==> src/rtl/register_file_pkg.sv <==
// Shared widths and types for the register file.
package register_file_pkg;
  localparam int unsigned RF_DATA_WIDTH = 32;
  localparam int unsigned RF_ADDR_WIDTH = 5;
  localparam int unsigned NUM_REGS      = 2 ** RF_ADDR_WIDTH;

  typedef logic [RF_ADDR_WIDTH-1:0] reg_idx_t;
  typedef logic [RF_DATA_WIDTH-1:0] word_t;
endpackage

==> src/rtl/register_file_if.sv <==
// Read/write port bundle. The master drives indices and write data,
// and the slave (the register file) returns the read data.
interface register_file_if #(
  parameter int unsigned DATA_WIDTH = 32,
  parameter int unsigned ADDR_WIDTH = 5
);
  logic [ADDR_WIDTH-1:0] read_reg1;
  logic [ADDR_WIDTH-1:0] read_reg2;
  logic [ADDR_WIDTH-1:0] write_reg;
  logic [DATA_WIDTH-1:0] write_data;
  logic                  write_enable;
  logic [DATA_WIDTH-1:0] read_data1;
  logic [DATA_WIDTH-1:0] read_data2;

  modport master (
    output read_reg1, read_reg2, write_reg, write_data, write_enable,
    input  read_data1, read_data2
  );

  modport slave (
    input  read_reg1, read_reg2, write_reg, write_data, write_enable,
    output read_data1, read_data2
  );
endinterface

==> src/rtl/register_file_read_port.sv <==
// Combinational read mux. REGISTER_FILE_ZERO_REG_EN forces index 0 to read as zero.
module register_file_read_port #(
  parameter int unsigned DATA_WIDTH = 32,
  parameter int unsigned ADDR_WIDTH = 5
) (
  input  logic [ADDR_WIDTH-1:0] addr,
  input  logic [DATA_WIDTH-1:0] regs [2**ADDR_WIDTH],
  output logic [DATA_WIDTH-1:0] data
);
  always_comb begin
    data = regs[addr];
`ifdef REGISTER_FILE_ZERO_REG_EN
    if (addr == '0) data = '0;
`endif
  end
endmodule

==> src/rtl/register_file.sv <==
// 2**ADDR_WIDTH x DATA_WIDTH register file: two combinational reads, one synchronous write.
// Optional macro REGISTER_FILE_ZERO_REG_EN hardwires register 0 to zero.
module register_file
  import register_file_pkg::*;
#(
  parameter int unsigned DATA_WIDTH = RF_DATA_WIDTH,
  parameter int unsigned ADDR_WIDTH = RF_ADDR_WIDTH
) (
  input  logic            clk,
  input  logic            reset,
  register_file_if.slave  bus
);
  localparam int unsigned DEPTH = 2 ** ADDR_WIDTH;

  logic [DATA_WIDTH-1:0] regs [DEPTH];
  logic                  wr_ok;

  always_comb begin
    wr_ok = bus.write_enable;
`ifdef REGISTER_FILE_ZERO_REG_EN
    if (bus.write_reg == '0) wr_ok = 1'b0;
`endif
  end

  // Reset wins over a coincident write.
  always_ff @(posedge clk) begin
    if (reset) begin
      regs <= '{default: '0};
    end else if (wr_ok) begin
      regs[bus.write_reg] <= bus.write_data;
    end
  end

  register_file_read_port #(
    .DATA_WIDTH(DATA_WIDTH),
    .ADDR_WIDTH(ADDR_WIDTH)
  ) u_rd1 (
    .addr (bus.read_reg1),
    .regs (regs),
    .data (bus.read_data1)
  );

  register_file_read_port #(
    .DATA_WIDTH(DATA_WIDTH),
    .ADDR_WIDTH(ADDR_WIDTH)
  ) u_rd2 (
    .addr (bus.read_reg2),
    .regs (regs),
    .data (bus.read_data2)
  );
endmodule

==> src/flat_wrapper.sv <==
// flat-port wrapper written by rule: the top's interface ports become plain ports
module register_file_flat import register_file_pkg::*;
#(
  parameter int unsigned DATA_WIDTH = RF_DATA_WIDTH,
  parameter int unsigned ADDR_WIDTH = RF_ADDR_WIDTH
)
  (clk, reset, bus_read_reg1, bus_read_reg2, bus_write_reg, bus_write_data, bus_write_enable, bus_read_data1, bus_read_data2);
  register_file_if #(.DATA_WIDTH(DATA_WIDTH), .ADDR_WIDTH(ADDR_WIDTH)) bus_i ();
  input  logic clk;
  input  logic reset;
  input wire logic [$bits(bus_i.read_reg1)-1:0] bus_read_reg1;
  input wire logic [$bits(bus_i.read_reg2)-1:0] bus_read_reg2;
  input wire logic [$bits(bus_i.write_reg)-1:0] bus_write_reg;
  input wire logic [$bits(bus_i.write_data)-1:0] bus_write_data;
  input wire logic [$bits(bus_i.write_enable)-1:0] bus_write_enable;
  output wire logic [$bits(bus_i.read_data1)-1:0] bus_read_data1;
  output wire logic [$bits(bus_i.read_data2)-1:0] bus_read_data2;
  assign bus_i.read_reg1 = bus_read_reg1;
  assign bus_i.read_reg2 = bus_read_reg2;
  assign bus_i.write_reg = bus_write_reg;
  assign bus_i.write_data = bus_write_data;
  assign bus_i.write_enable = bus_write_enable;
  assign bus_read_data1 = bus_i.read_data1;
  assign bus_read_data2 = bus_i.read_data2;
  register_file #(.DATA_WIDTH(DATA_WIDTH), .ADDR_WIDTH(ADDR_WIDTH)) u_core (.clk(clk), .reset(reset), .bus(bus_i));
endmodule
==> config.mk <==
export PLATFORM = sky130hd
export DESIGN_NAME = register_file_flat
export DESIGN_NICKNAME = d
export VERILOG_FILES = /design/src/rtl/register_file_pkg.sv /design/src/rtl/register_file_if.sv /design/src/rtl/register_file_read_port.sv /design/src/rtl/register_file.sv /design/src/flat_wrapper.sv
export SDC_FILE = /design/constraint.sdc
export NUM_CORES = 2
export LEC_CHECK = 0
export ABC_AREA = 1
export BUFFER_PORTS_ARGS = -buffer_cell sky130_fd_sc_hd__buf_2
export CAP_MARGIN = 20
export CORE_ASPECT_RATIO = 1.5
export CORE_MARGIN = 2
export CORE_UTILIZATION = 69
export DETAILED_ROUTE_END_ITERATION = 16
export GPL_TIMING_DRIVEN = 0
export PLACE_DENSITY = 0.92
export SETUP_SLACK_MARGIN = 0.4
export SLEW_MARGIN = 15
export SYNTH_ARGS = -nofsm -noshare
export SYNTH_HDL_FRONTEND = slang
export SYNTH_SLANG_ARGS = --single-unit
==> constraint.sdc <==
create_clock -name clk -period 5 [get_ports clk]
set_input_delay 1 -clock clk [delete_from_list [all_inputs] [get_ports clk]]
set_output_delay 1 -clock clk [all_outputs]
set_load 0.05 [all_outputs]
==> results of run 1 <==
-- metal layers --
metal / global-route usage (%) / GRT overflow
met2: 98.91 / 1198
met3: 71.99 / 99
met5: 50.41 / 21
met1: 83.21 / 94
met4: 86.28 / 647
-- per-stage QoR --
stage	cells	worst slack, ns
4_1_cts	10760	0.3949
3_5_place_dp	10580	0.04955
2_1_floorplan	9441	1.664
3_3_place_gp	10580	0.03968
-- cells in the mapped netlist --
library cell	number
a21oi_1	1024
buf_2	359
buf_1	43
dfxtp_1	1024
clkbuf_1	434
buf_4	2
nand2_1	4928
inv_1	43
inv_2	4
nor2_1	32
nand3_1	1548
-- kinds of logic after synthesis --
logic type,share of synthesized area [%]
flops,36.76
compound gates,9.190
simple gates,47.28
buf+inv,6.776
-- what timing repair did --
action,4_1_cts
buffers inserted,0
resized for setup,11
pin swaps,0
hold buffers,0
setup endpoints to repair,52
==> impl_results.md, run 1 <==
* Status: aborted with a tool error
* Failing step: global routing (5_1_grt)
* Err: [ERROR GRT-0116] Global routing finished with congestion. Check the congestion regions in the DRC Viewer.
* FF+latch count, synth at 1024
* Synth area leaders: dfxtp_1 (37%), nand2_1 (33%), nand3_1 (14%), a21oi_1 (9.2%), buf_2 (3.2%)
* Clock sink count at 1024
* Root buf cell: clkbuf_16
* Die H at 352.2 um
* I/O pin count at 114
* Placed Area at 57590 um^2
* Clock Path Buffers at 3
* IO buf count at 106
* GRT Overall Usage at 84.74%
* Mean post-synth cell area at 5.907 um^2
* Yosys top cell by area: dfxtp_1
* Num rows at 127
* Largest net degree at the start of global routing at 16
* Global-route wire length before repair at 540500 um
* YS warnings at 0
* Syn Nets at 9491
* Starting density of the core at 69.77%
* Vias in the first global route at 76830
* Cells after synthesis at 9441
* Die W at 236.1 um
* Distinct cells, synth at 11
* Synth top area share at 36.76%
* Seq/Total Area, Yosys at 36.76%
* CTS HTree Levels at 3
* Num CTS Buffers at 96
* Routability Congestion at 1.415
* GRT overflow at 2059
* DP HPWL at 227000 um
* Post-Syn Area at 55770 um^2
==> run 2: changes to the inputs <==
--- a/config.mk
+++ b/config.mk
@@ -8,13 +8,11 @@
 export ABC_AREA = 1
 export BUFFER_PORTS_ARGS = -buffer_cell sky130_fd_sc_hd__buf_2
 export CAP_MARGIN = 20
-export CORE_ASPECT_RATIO = 1.5
 export CORE_MARGIN = 2
-export CORE_UTILIZATION = 69
+export CORE_UTILIZATION = 40
 export DETAILED_ROUTE_END_ITERATION = 16
 export GPL_TIMING_DRIVEN = 0
-export PLACE_DENSITY = 0.92
-export SETUP_SLACK_MARGIN = 0.4
+export PLACE_DENSITY_LB_ADDON = 0.15
 export SLEW_MARGIN = 15
 export SYNTH_ARGS = -nofsm -noshare
 export SYNTH_HDL_FRONTEND = slang
==> run 2 against run 1 <==
Against the previous run:
- the flow now finishes, with violations (negative setup slack)
- synthesized area did not move
- synthesized cell count is the same
==> impl_results.md, run 2 <==
* Largest net degree at the start of global routing at 20
* Register area at 20500 um^2
* Final Cell Area at 63430 um^2
* Final count of hold timing violations at 0
* Switching share of power at 32.30%
* Leak pwr at 23.34 nW
* Most frequent cells in the layout: nand2_1 (4927), nand3_1 (1548), a21oi_1 (1024), dfxtp_1 (1024), buf_2 (447)
* Critical Path, Cell by Cell: buf_2 > clkbuf_1 > clkbuf_1 > nand2_1 > nand2_1 > nand2_1 > nand2_1 > buf_2
* Worst setup EP type: primary output
* DR vias at 73580
* Count leader, synth: nand2_1
* Distinct cells, synth at 11 (unchanged)
* Crit path buf inv count at 4
* Mean post-synth cell area at 5.907 um^2 (unchanged)
* Starting density of the core at 40.12% (-30 points)
* Hold_sp: u_core.regs[538]$_SDFFE_PP0P_
* Skew-Pair Late Insertion Delay at 0.79 ns
* Status: complete, but fails checks
* Syn Nets at 9491 (unchanged)
* DRC at 0
* Seq/Total Area, Yosys at 36.76% (unchanged)
* Share of cells above drive strength 1 at 7.668%
* WL/cell at 32.47 um
* Flop pwr share at 38.4%
* Clk_skew at 0 ns
* Die W at 377.4 um (+60%)
* Failing checks: negative setup slack
* Slew margin rel. at 8.385%
* DP HPWL at 282700 um (+25%)
* Area delta synth->final at 13.74%
* Core area at 139000 um^2
* Vias per inst at 6.290
* Post-Syn Area at 55770 um^2 (unchanged)
* Filler cells at 15140
* Multi-input logic area at 31500 um^2
* Worst EP arrival at 4.42 ns
* Vias in the first global route at 63270
* Slew Viols, Final at 0
* CP Class: input pin to primary output
* CTS tree: done
* Clock sink count at 1024 (unchanged)
* Antenna violations before repair at 39
* WL final at 379800 um
* Global-route wire length before repair at 507500 um
* Root buf cell: clkbuf_16
* Yosys top cell by area: dfxtp_1
* Critical Path RT at 4.00 ns
* Pwr dens at 339.5 nW/um^2
* Placed Area at 58860 um^2 (+2.2%)
* Final worst slack at -0.4211 ns
* F_max at 184.5 MHz
* Slew at the pin with the worst max-slew slack at 1.369 ns
* CP peak stage delay at 0.96 ns
* GRT overflow at 0
* Min cycle time layout at 5.421 ns
* Pre-antenna DRT Iters at 9
* Post-layout util at 45.63%
* Worst Setup Start Kind: input pin
* Slowest CP cell: clkbuf_1
* Synth area leaders: dfxtp_1 (37%), nand2_1 (33%), nand3_1 (14%), a21oi_1 (9.2%), buf_2 (3.2%)
* Number of flip-flops in the largest register at 1024
* Net Switching at 6.957 mW
* Routability Congestion at 1.074 (-24%)
* Clock transition at the registers of the reported paths at 0.06 ns
* Num CTS Buffers at 130 (+35%)
* Unrepaired setup endpoints after global routing: true
* Ys async rst share at 0% (unchanged)
* Largest regs: u_core.regs: 1024 flops
* Reg2reg start: u_core.regs[928]$_SDFFE_PP0P_
* Most flops, register: u_core.regs
* I/O pin count at 114 (unchanged)
* Postcts setup bufs at 0 (unchanged)
* Num rows at 137 (+7.9%)
* FF+latch count, synth at 1024 (unchanged)
* Most common cell after layout, fill and taps aside: nand2_1
* YS warnings at 0 (unchanged)
* IO buf count at 106 (unchanged)
* Combinational power share at 15.3%
* Max_cap viols at 0
* Primary FF master, synth: dfxtp_1
* Tcrit/Tclk final at 108.4%
* Synth top area share at 36.76% (unchanged)
* CTS HTree Levels at 4 (+1)
* Crit path top cell by count: nand2_1
* Largest delay share family, worst path: buffers and inverters
* Count of flip-flops with a built-in enable after synthesis at 0 (unchanged)
* Cells after synthesis at 9441 (unchanged)
* Clock Path Buffers at 3 (unchanged)
* DRT iter0 DRCs at 14750
* Final Net Count at 9749
* Internal at 14.58 mW
* Post-synth top cells: nand2_1 (4928), nand3_1 (1548), a21oi_1 (1024), dfxtp_1 (1024), clkbuf_1 (434)
* Final Setup Violations at 44
* Die area at 142400 um^2
* Maximum vdd ir drop at 0.2799 mV
* Worst Path Max Fanout at 10
* Die H at 377.4 um (+7.2%)
* Clock network power share at 46.3%
* GRT Overall Usage at 51.24%
* Worst hold path type: flip-flop to flip-flop
* Critical path startpoint: bus_read_reg1[3]
* Detail Route Antenna Nets at 0
## run 2: cell counts after synthesis
No cell type changed its count.
## run 2: path summary, 6_finish.rpt
path	end	slack [ns]	cells after the start
min	u_core.regs[538]$_SDFFE_PP0P_	0.48	2
max	bus_read_data1[14]	-0.42	8
max reg2reg	u_core.regs[928]$_SDFFE_PP0P_	4.16	2
min reg2reg	u_core.regs[538]$_SDFFE_PP0P_	0.48	2
## run 2: per-stage QoR
stage	setup WS, ns	total power, mW	hold slack, ns	TNS (ns)	std cells
6_report	-0.4211	21.54	0.4776	-6.272	11700
5_1_grt	-0.1042	21.67	0.4861	-0.2812	11680
4_1_cts	0.0004312	21.14	0.4765	0	11660
3_5_place_dp	-0.2868	11.44	0.4666	-5.381	11440
3_3_place_gp	-0.8909	11.42	0.4615	-24.83	11420
2_1_floorplan	1.664	9.862	0.4531	0	9441
## run 2: worst reg2reg max path, cell delays in order (launching register included)
cell,delay [ns]
dfxtp_1,0.55
nand2_1,0.10
a21oi_1,0.13
## run 2: power groups by stage
stage / registers, mW / clock network (mW) / logic [mW]
final: 8.28 / 9.97 / 3.29
after detailed placement: 8.45 / 0 / 2.98
after global routing: 8.28 / 10.2 / 3.20
after global placement: 8.45 / 0 / 2.97
after CTS: 8.27 / 9.88 / 3.00
after floorplan: 8.43 / 0 / 1.43
## run 2: final cells by class
class                   count  area share [%]
inverters                  47          0.2781
well taps                1876           3.700
multi-input cells        7532           49.66
plain buffers             837           5.902
diodes                     27          0.1065
clock buffers             192           6.055
clock inverters            35          0.7397
repair buffers            127           1.239
flip-flops and latches   1024           32.32
## run 2: cell families (layout without fill, tap and decap cells)
logic type	count (synthesis)	count (layout)	synth area share [%]
compound gates	1024	1024	9.190
buf+inv	885	1238	6.776
flops	1024	1024	36.76
other cells	0	27	0
simple gates	6508	6508	47.28
## run 2: routing by layer
layer  vias up  GRT usage (%)  part of all wire [%]
met4        36          34.63                   8.3
met1     34570          66.30                    38
met3      1412          22.00                    16
met2      6732          67.82                    38
met5         -         0.2744                 0.076
li1      30830              -                     -
## run 2: timing repair
action | in CTS | in global routing
setup endpoints to repair | 44 | 40
resized for setup | 31 | 84
hold buffers | 0 | 0
No activity file was read; power rests on OpenSTA's default activity.
